$ cat src/rtl/uart_peek_pkg.sv
// Shared definitions for the memory-peek UART command path (receive and transmit).
package uart_peek_pkg;

  typedef enum logic [2:0] {
    IDLE = 3'd0,
    ADDR = 3'd1,
    ID   = 3'd2,
    CSUM = 3'd3,
    HOLD = 3'd4
  } state_t;

  localparam logic [7:0] SYNC_BYTE_DFLT = 8'hA5;

  // sync + 4 address bytes + id byte; the checksum byte trails the frame
  localparam int FRAME_LEN = 6;
  localparam int ADDR_BYTES = FRAME_LEN - 2;

  // XOR of the payload bytes (sync excluded)
  function automatic logic [7:0] frame_csum(input logic [31:0] addr, input logic [7:0] id);
    return addr[7:0] ^ addr[15:8] ^ addr[23:16] ^ addr[31:24] ^ id;
  endfunction

endpackage

$ cat src/rtl/rx_gap_timer.sv
// Inter-byte gap timer: counts idle cycles inside a frame and flags expiry.
module rx_gap_timer #(
  parameter int TIMEOUT_CYCLES = 100000
) (
  input  logic clk,
  input  logic rst_n,
  input  logic clear_i,
  input  logic enable_i,
  output logic expired_o
);

  localparam int CNT_W = $clog2(TIMEOUT_CYCLES + 1);
  localparam logic [CNT_W-1:0] LAST = CNT_W'(TIMEOUT_CYCLES - 1);

  logic [CNT_W-1:0] cnt_q;
  logic [CNT_W-1:0] cnt_d;

  // Next count: clear wins, otherwise advance while enabled and park at the last value
  always_comb begin
    cnt_d = cnt_q;
    if (clear_i) begin
      cnt_d = '0;
    end else if (enable_i && (cnt_q != LAST)) begin
      cnt_d = cnt_q + CNT_W'(1);
    end
  end

  // Counter register
  always_ff @(posedge clk or negedge rst_n) begin
    if (!rst_n) begin
      cnt_q <= '0;
    end else begin
      cnt_q <= cnt_d;
    end
  end

  assign expired_o = enable_i && (cnt_q == LAST);

endmodule

$ cat src/rtl/uart_peek_cmd_rx.sv
// Parses framed peek commands from the UART byte stream and presents each
// valid (address, id) pair on a valid/ready handshake.
module uart_peek_cmd_rx
  import uart_peek_pkg::*;
#(
  parameter int         NUM_CORES      = 16,
  parameter int         ID_W           = 4,
  parameter logic [7:0] SYNC_BYTE      = SYNC_BYTE_DFLT,
  parameter int         TIMEOUT_CYCLES = 100000
) (
  input  logic            clk,
  input  logic            rst_n,
  input  logic [7:0]      rx_data,
  input  logic            rx_valid,
  output logic            cmd_valid,
  input  logic            cmd_ready,
  output logic [31:0]     cmd_address,
  output logic [ID_W-1:0] cmd_id,
  output logic            frame_err,
  output logic            overrun,
  output logic [7:0]      err_count
);

  localparam logic [1:0] LAST_IDX    = 2'(ADDR_BYTES - 1);
  localparam logic [8:0] NUM_CORES_W = 9'(NUM_CORES);

  state_t          state_q;
  logic [1:0]      idx_q;
  logic [31:0]     addr_q;
  logic [7:0]      id_q;
  logic            cmd_valid_q;
  logic [31:0]     cmd_address_q;
  logic [ID_W-1:0] cmd_id_q;
  logic            frame_err_q;
  logic            overrun_q;
  logic [7:0]      err_count_q;

  logic in_frame;
  logic gap_expired;
  logic timeout_hit;
  logic frame_ok;

  // Saturating error counter increment; holds at 255
  function automatic logic [7:0] sat_inc8(input logic [7:0] v);
    return (v == 8'hFF) ? v : v + 8'd1;
  endfunction

  assign in_frame    = (state_q == ADDR) || (state_q == ID) || (state_q == CSUM);
  assign timeout_hit = in_frame && gap_expired && !rx_valid;
  assign frame_ok    = (frame_csum(addr_q, id_q) == rx_data) &&
                       ({1'b0, id_q} < NUM_CORES_W);

  // The counter rests at zero outside a frame and restarts on every byte
  rx_gap_timer #(
    .TIMEOUT_CYCLES(TIMEOUT_CYCLES)
  ) u_gap_timer (
    .clk      (clk),
    .rst_n    (rst_n),
    .clear_i  (rx_valid || !in_frame),
    .enable_i (in_frame),
    .expired_o(gap_expired)
  );

  // Frame parser, command hold and error reporting
  always_ff @(posedge clk or negedge rst_n) begin
    if (!rst_n) begin
      state_q       <= IDLE;
      idx_q         <= '0;
      addr_q        <= '0;
      id_q          <= '0;
      cmd_valid_q   <= 1'b0;
      cmd_address_q <= '0;
      cmd_id_q      <= '0;
      frame_err_q   <= 1'b0;
      overrun_q     <= 1'b0;
      err_count_q   <= '0;
    end else begin
      frame_err_q <= 1'b0;
      overrun_q   <= 1'b0;
      if (timeout_hit) begin
        frame_err_q <= 1'b1;
        err_count_q <= sat_inc8(err_count_q);
        state_q     <= IDLE;
      end else begin
        unique case (state_q)
          IDLE: begin
            if (rx_valid && (rx_data == SYNC_BYTE)) begin
              state_q <= ADDR;
              idx_q   <= '0;
            end
          end
          ADDR: begin
            // a sync value here is ordinary address data
            if (rx_valid) begin
              addr_q[{idx_q, 3'b000} +: 8] <= rx_data;
              idx_q <= idx_q + 2'd1;
              if (idx_q == LAST_IDX) begin
                state_q <= ID;
              end
            end
          end
          ID: begin
            if (rx_valid) begin
              id_q    <= rx_data;
              state_q <= CSUM;
            end
          end
          CSUM: begin
            if (rx_valid) begin
              if (frame_ok) begin
                cmd_address_q <= addr_q;
                cmd_id_q      <= id_q[ID_W-1:0];
                cmd_valid_q   <= 1'b1;
                state_q       <= HOLD;
              end else begin
                frame_err_q <= 1'b1;
                err_count_q <= sat_inc8(err_count_q);
                state_q     <= IDLE;
              end
            end
          end
          HOLD: begin
            if (cmd_valid_q && cmd_ready) begin
              cmd_valid_q <= 1'b0;
              // a sync byte arriving with the handshake starts the next frame
              if (rx_valid && (rx_data == SYNC_BYTE)) begin
                state_q <= ADDR;
                idx_q   <= '0;
              end else begin
                state_q <= IDLE;
              end
            end else if (rx_valid) begin
              overrun_q <= 1'b1;
            end
          end
          default: begin
            state_q <= IDLE;
          end
        endcase
      end
    end
  end

  assign cmd_valid   = cmd_valid_q;
  assign cmd_address = cmd_address_q;
  assign cmd_id      = cmd_id_q;
  assign frame_err   = frame_err_q;
  assign overrun     = overrun_q;
  assign err_count   = err_count_q;

endmodule
$ cat config.mk
export PLATFORM = sky130hd
export DESIGN_NAME = uart_peek_cmd_rx
export DESIGN_NICKNAME = d
export VERILOG_FILES = /design/src/rtl/uart_peek_pkg.sv /design/src/rtl/rx_gap_timer.sv /design/src/rtl/uart_peek_cmd_rx.sv
export SDC_FILE = /design/constraint.sdc
export NUM_CORES = 1
export LEC_CHECK = 0
export ABC_AREA = 0
export ABC_CLOCK_PERIOD_IN_PS = 6400
export CAP_MARGIN = 10
export CORE_MARGIN = 2
export CORE_UTILIZATION = 40
export CTS_CLUSTER_DIAMETER = 80
export DETAILED_ROUTE_END_ITERATION = 7
export DONT_BUFFER_PORTS = 1
export PLACE_DENSITY_LB_ADDON = 0.05
export SLEW_MARGIN = 30
export SYNTH_ARGS = -nofsm -noshare
export SYNTH_HDL_FRONTEND = slang
export SYNTH_HIERARCHICAL = 1
export SYNTH_SLANG_ARGS = --single-unit
$ cat constraint.sdc
create_clock -name clk -period 6.4 [get_ports clk]
set_clock_uncertainty 0.2 [all_clocks]
set_input_delay 0 -clock clk [delete_from_list [all_inputs] [get_ports clk]]
set_output_delay 0 -clock clk [all_outputs]
set_load 0.005 [all_outputs]
==> out/qor.yml, run 1 <==
clocking:
  clock_insertion_delay_worst_skew_ns: 0.36
  clock_tree.root_cell: "sky130_fd_sc_hd__clkbuf_16"
  cts_post_setup_buffers_inserted: 0
  cts-htree-levels: 3
  cts_repair_resize_count: 0
  cts_buffers: 9
  clk_pin_slew_ns: 0.07
  clock_sinks: 109
  tritoncts: "built"
  clock_path_buffers: 2
  cts_hold_repair.buffers: 12
place:
  numPlacedInstances: 632
  port-buffer-count: 0
  place.gp.congestion: 0.800
  final_hpwl_from_detailed_placement_um: 8020
  place_area_sq_um: 5450
timing:
  setup_total_negative_slack_ns: 0
  timing_worst_slew_pin_value_ns: 0.891
  finalSetupViolCount: 0
  fmax_mhz: 349
  relSlewSlack: 0.404
  grt_setup_unrepaired: "no"
  maxSlewViolCount: 0
  final.period_utilization: 0.448
  finalCriticalPeriod_ns: 2.87
  hold_viol: 0
setup_path:
  worst_ep_required_time_ns: 6.44
  worstPathBufferInverterCount: 1
  cell_by_cell_trace_of_the_critical_path: "nor2_1 > nor2_1 > inv_1 > nor2_1 > nand3_1 > a21oi_1 > mux2_2"
  critPathCaptureType: "register"
  crit_family: "simple AND/OR/NAND/NOR gates"
  cp_common_cell: "sky130_fd_sc_hd__nor2_1"
  crit_fanout: 11
  worst-setup-path-type: "register to register"
  critical_path.slowest_cell: "sky130_fd_sc_hd__dfrtp_1"
  slowest_delay_ns: 0.51
  critPathArrivalTime_ns: 2.91
  start_kind: "register"
logic_synthesis:
  postSynthRegisterBits: 109
  netlist_area_sq_um: 5300
  post_synth_num_cell_types: 54
  ys.warnings.count: 6
  synthCells: 471
  syn_nets: 491
  syn_avg_cell_area_sq_um: 11.2
  post_synthesis_sequential_area_ratio: 0.515
route:
  detail-route-antenna-nets: 0
  routed_wirelength_um: 11900
  1st_pass_router_iterations: 6
  routed_wire_length_per_instance_um: 18.0
  post-route-drc-count: 0
  drt-initial-drc-count: 151
  routed-via-count: 3350
  vias_per_cell: 5.07
global_route:
  grt.total_usage: 0.180
  grt_start_max_net_pins: 110
  global_route.usage.met2: 0.305
  grt_pass1_wl_um: 19500
  grt-busiest-layer: "met2"
  groute.layer.met1.usage: 0.227
  number_of_antenna_violations_at_the_first_check_in_global_routing: 0
  first_global_vias: 3394
  grt.met3_usage: 0.0465
  grt_overflow: 0
finish:
  syn_to_final_growth_pct: 12.3
  finish.instance_area_sq_um: 5950
  final_cell_mix: "sky130_fd_sc_hd__dfrtp_1 (109), sky130_fd_sc_hd__nand2_1 (90), sky130_fd_sc_hd__mux2_2 (47), sky130_fd_sc_hd__o21ai_0 (31), sky130_fd_sc_hd__nor2_1 (27)"
  nets: 500
  antenna-diode-count: 0
  stdcell_count: 661
  drive_gt1_frac: 0.171
  most_common_library_cell_in_the_layout_ignoring_fill_and_taps: "sky130_fd_sc_hd__dfrtp_1"
die:
  fp.dieArea_sq_um: 14200
  rows: 42
  coreArea_sq_um: 13100
  fp.dieW_um: 119
  initial_utilization: 0.405
  die_y_um: 119
  pin_count: 59
pwr:
  max-vdd-ir-drop_v: 0.000148
  power.density_nw_per_um2: 235
  p_leak_nw: 2.67
run_status:
  status: "completed"
run:
  cap_violations: 0
hold_path:
  hold_path_class: "primary input to asynchronous set/reset pin"
-- worst register-to-register path: cells and delay by family, from the launching register on --
family                 cells  cell delay (ns)
AOI/OAI and AO/OA          1             0.36
DFF                        1             0.51
buffers and inverters      1             0.18
muxes                      1             0.36
and+or+nand+nor            4             1.13
-- cell type report --
class | instances | area, sq um
Clock inverter | 6 | 109
Multi-Input combinational cell | 336 | 2450
Fill cell | 1246 | 7140
Tap cell | 176 | 220
Sequential cell | 109 | 2730
Timing Repair Buffer | 17 | 175
Inverter | 7 | 26.3
Clock buffer | 10 | 239
-- synthesized netlist by cell type (all sizes together) --
master     n  share of area
a21o       1         0.0014
nand4b     1         0.0017
o41ai      1         0.0017
o31ai      2         0.0054
or3        1         0.0012
dfrtp    109           0.52
nand2b     3         0.0035
o21bai     1         0.0014
and3       1         0.0012
a22o       1         0.0017
and4       1         0.0017
a31o       1         0.0017
a41oi      2         0.0069
ha         8          0.019
nor4       6          0.011
nor2      27          0.019
nor4bb     2         0.0066
xnor3      8          0.034
nor3b      4         0.0057
or2        2         0.0024
nor3       6         0.0057
xor2      12          0.020
clkbuf    12         0.0092
inv        7         0.0050
o21ai     34          0.032
nand4      8          0.013
a211oi     4         0.0057
buf        7         0.0099
xnor2     25          0.041
and4bb     1         0.0031
a2bb2oi    1         0.0017
and2b      1         0.0017
nor2b      2         0.0024
nor4b      3         0.0078
nand3     14          0.013
o221ai     1         0.0017
mux2      51           0.11
nand2     90          0.064
a21oi      6         0.0057
a31oi      2         0.0024
mux2i      2         0.0038
-- path summary, 6_finish.rpt --
path | start | to | slack [ns] | cells after the start
max | state_q[1] | err_count[1] | 3.53 | 7
min | rst_n | addr_q[2] | 0.07 | 2
max reg2reg | state_q[1] | err_count[1] | 3.53 | 7
min reg2reg | id_q[6] | id_q[6] | 0.32 | 1
max in group asynchronous | rst_n | cmd_address[8] | 5.52 | 2
min in group clk | rx_data[6] | state_q[2] | 0.16 | 4
-- cell families (layout without fill, tap and decap cells) --
kind of cell | after synthesis | in the layout | synth area share
buffers and inverters | 26 | 40 | 0.0241
and+or+nand+nor | 173 | 173 | 0.165
DFF | 109 | 109 | 0.515
muxes | 53 | 53 | 0.112
adders and majority gates | 8 | 8 | 0.0189
xor gates and xnor gates | 45 | 45 | 0.0952
AOI/OAI and AO/OA | 57 | 57 | 0.0692
-- power breakdown --
part | total (mW) | internal, mW | switching, mW
logic | 0.0544 | 0.0207 | 0.0337
clock network | 0.652 | 0.394 | 0.258
registers | 0.692 | 0.690 | 0.00197
total | 1.40 | 1.10 | 0.294
-- flip-flops by register name, summed over array words and instances (netlist names), 2 cells and up --
name and flops:
addr_q 32, id_q 8, cmd_id 4, err_count 8, idx_q 2, u_gap_timer/cnt_q 17, state_q 3, cmd_address 32
-- stage by stage --
| step | total power [mW] | utilization | hold WS, ns | setup slack (ns) |
|---|---|---|---|---|
| after floorplan | 0.730 | - | -0.496 | 3.90 |
| after CTS | 1.42 | 0.454 | 0.104 | 3.06 |
| after global routing | 1.45 | 0.454 | 0.124 | 3.22 |
| final | 1.40 | 0.454 | 0.0702 | 3.53 |
| after detailed placement | 0.733 | 0.417 | -0.492 | 3.08 |
| after global placement | 0.733 | 0.416 | -0.493 | 3.12 |
-- layer usage --
layer  wire (um)  share of wire  up-vias
met5           0              0        -
met4         135          0.011        0
met3         436          0.037       11
met2        6130           0.51       40
met1        5230           0.44     1650
li1            -              -     1649
Power figures use the tool's default switching activity.
==> inputs of run 2 (changes only) <==
Settings changed: ABC_AREA 0 to 1, ABC_CLOCK_PERIOD_IN_PS 6400 to 2800.
Clock period 6.4 ns to 2.8 ns, I/O delays scaled along.
==> out/qor.yml, run 2 <==
run_status:
  status: "completed"
finish:
  final_cell_mix: "sky130_fd_sc_hd__nand2_1 (265), sky130_fd_sc_hd__nand3_1 (122), sky130_fd_sc_hd__dfrtp_1 (109), sky130_fd_sc_hd__inv_1 (76), sky130_fd_sc_hd__nor2_1 (52)"
  nets: 843
  n_fill_cell: 1467
  stdcell_count: 1011
  drive_gt1_frac: 0.0895
  most_common_library_cell_in_the_layout_ignoring_fill_and_taps: "sky130_fd_sc_hd__nand2_1"
  finish.instance_area_sq_um: 6630
  syn_to_final_growth_pct: 10.7
  antenna-diode-count: 0
timing:
  setup_total_negative_slack_ns: 0
  relSlewSlack: 0.594
  finalCriticalPeriod_ns: 2.53
  timing_worst_slew_pin_value_ns: 0.608
  finalSetupViolCount: 0
  maxSlewViolCount: 0
  hold_slack_ns: 0.0904
  hold_viol: 0
  final.period_utilization: 0.902
  fmax_mhz: 396
  grt_setup_unrepaired: "no"
setup_path:
  worst-setup-path-type: "register to register"
  reg2reg_from: "state_q[2]"
  slowest_delay_ns: 0.54
  crit_fanout: 15
  start_kind: "register"
  critical_path.startpoint: "state_q[2]"
  critPathCaptureType: "register"
  critPathArrivalTime_ns: 2.62
  cp_common_cell: "sky130_fd_sc_hd__nand2_1"
  critical_path.slowest_cell: "sky130_fd_sc_hd__nor2_2"
  worst_ep_required_time_ns: 2.89
  worstPathBufferInverterCount: 1
  crit_family: "simple AND/OR/NAND/NOR gates"
  cell_by_cell_trace_of_the_critical_path: "nor3_2 > nand2_1 > nor2_2 > nand3_1 > nand2_1 > dlygate4sd3_1"
die:
  fp.dieW_um: 126
  initial_utilization: 0.411
  rows: 44
  die_y_um: 126
  fp.dieArea_sq_um: 16000
  coreArea_sq_um: 14600
  pin_count: 59
place:
  numPlacedInstances: 983
  port-buffer-count: 0
  final_hpwl_from_detailed_placement_um: 10900
  place.gp.congestion: 0.847
  place_area_sq_um: 6180
clocking:
  clock_sinks: 109
  cts_buffers: 9
  clock_tree.root_cell: "sky130_fd_sc_hd__clkbuf_16"
  cts_post_setup_buffers_inserted: 0
  tritoncts: "built"
  cts-htree-levels: 3
  clock_insertion_delay_worst_skew_ns: 0.35
  clk_pin_slew_ns: 0.07
  clock_path_buffers: 2
route:
  vias_per_cell: 5.15
  routed_wirelength_um: 15500
  1st_pass_router_iterations: 5
  detail-route-antenna-nets: 0
  routed-via-count: 5208
  drt-initial-drc-count: 431
  routed_wire_length_per_instance_um: 15.4
  post-route-drc-count: 0
pwr:
  clock_power_share: 0.224
  p_leak_nw: 3.43
  net_switching_fraction_of_the_power: 0.421
  power_switching_mw: 2.46
  power.density_nw_per_um2: 882
  combinationalPowerShare: 0.389
  power_frac_seq: 0.387
  internal_dissipation_mw: 3.38
  max-vdd-ir-drop_v: 0.000386
logic_synthesis:
  ys_async_sr_fraction: 1.00
  postSynthRegisterBits: 109
  syn_avg_cell_area_sq_um: 7.42
  yosysTopAreaCellShare: 0.455
  post_synth_num_cell_types: 32
  syn_nets: 827
  synth_area_in_xor_xnor: 0.0175
  combinational_family_with_the_most_area_after_synthesis: "simple AND/OR/NAND/NOR gates"
  ys.warnings.count: 6
  netlist_area_sq_um: 5990
  synth_top_area_cell: "sky130_fd_sc_hd__dfrtp_1"
  synth_mux_area_frac: 0
  synth_adder_area_share: 0.0167
  post_synthesis_sequential_area_ratio: 0.455
  leading_cell_types_by_count_after_synthesis: "sky130_fd_sc_hd__nand2_1 (265), sky130_fd_sc_hd__nand3_1 (122), sky130_fd_sc_hd__dfrtp_1 (109), sky130_fd_sc_hd__inv_1 (76), sky130_fd_sc_hd__nor2_1 (53)"
  synth_compound_gate_area_share: 0.0526
  synth_edf_count: 0
  yosys.area_share.simple: 0.378
  synthCells: 807
  synthTopCellsByArea: "sky130_fd_sc_hd__dfrtp_1 (46%), sky130_fd_sc_hd__nand2_1 (17%), sky130_fd_sc_hd__nand3_1 (10%)"
  synth_most_common_cell: "sky130_fd_sc_hd__nand2_1"
  yosys_most_used_dff: "sky130_fd_sc_hd__dfrtp_1"
global_route:
  number_of_antenna_violations_at_the_first_check_in_global_routing: 0
  grt_overflow: 0
  grt.total_usage: 0.201
  grt_pass1_wl_um: 25700
  grt_start_max_net_pins: 110
  first_global_vias: 5096
run:
  cap_violations: 0
hold_path:
  hold_path_class: "primary input to asynchronous set/reset pin"
run 2: changes by cell type after synthesis, moves of 10 or more:
cell and change:
sky130_fd_sc_hd__inv_1 +69, sky130_fd_sc_hd__nand2_1 +175, sky130_fd_sc_hd__mux2_2 -47, sky130_fd_sc_hd__inv_2 +10
sky130_fd_sc_hd__nor2_1 +26, sky130_fd_sc_hd__xnor2_1 -21, sky130_fd_sc_hd__nand2_2 +16, sky130_fd_sc_hd__nand3_1 +108
sky130_fd_sc_hd__nand4_1 +19
run 2: worst register-to-register path, delay by kind of cell (launching register included):
kind | cells | cell delay (ns)
AND/OR/NAND/NOR | 5 | 1.27
buffers and inverters | 1 | 0.54
flip-flops | 1 | 0.46
run 2: timing repair:
item	4_1_cts	5_1_grt
setup endpoints to repair	0	1
hold buffers	13	0
hold endpoints to repair	172	0
resized for setup	0	1
run 2: layout make-up:
cell class              count  area (sq um)  share of cell area
repair buffers             27           253              0.0381
flip-flops and latches    109          2730               0.411
well taps                 184           230              0.0347
inverters                  89           335              0.0506
multi-input cells         587          2790               0.420
clock inverters             4          55.1             0.00830
clock buffers              11           243              0.0366
run 2: power groups by stage:
stage          logic (mW)  registers, mW  clock network [mW]
2_1_floorplan        1.65           2.19                   0
3_3_place_gp         2.15           2.28                   0
3_5_place_dp         2.19           2.30                   0
4_1_cts              2.27           2.27                1.36
5_1_grt              2.60           2.32                1.42
6_report             2.27           2.26                1.31
run 2: worst paths after layout:
check,endpoint,slack [ns],cells after the start
setup / recovery,addr_q[7],0.27,6
hold / removal,addr_q[16],0.09,2
setup reg to reg,addr_q[7],0.27,6
hold reg to reg,cmd_address[2],0.30,2
max in group asynchronous,addr_q[3],1.88,2
min in group clk,frame_err,0.13,8
run 2: per-layer routing:
| layer | wire, um | vias to the layer above | share of wire | global-route usage |
|---|---|---|---|---|
| met5 | 0 | - | 0 | 0 |
| met4 | 96 | 0 | 0.0062 | 0.0394 |
| met3 | 728 | 9 | 0.047 | 0.0493 |
| met2 | 7920 | 102 | 0.51 | 0.354 |
| met1 | 6800 | 2474 | 0.44 | 0.251 |
| li1 | - | 2623 | - | - |
run 2: through the flow:
step,setup WS [ns],util,power [mW]
after floorplan,0.396,-,3.84
after global placement,0.520,0.424,4.43
after detailed placement,0.471,0.424,4.49
after CTS,0.0376,0.454,5.90
after global routing,0.131,0.455,6.34
final,0.274,0.455,5.85
run 2: cell families (layout without fill, tap and decap cells):
family          count (synthesis)  in the layout
simple gates                  509            509
buf+inv                       111            131
flops                         109            109
compound gates                 58             58
xor+xnor                       12             12
fa+ha+maj                       8              8
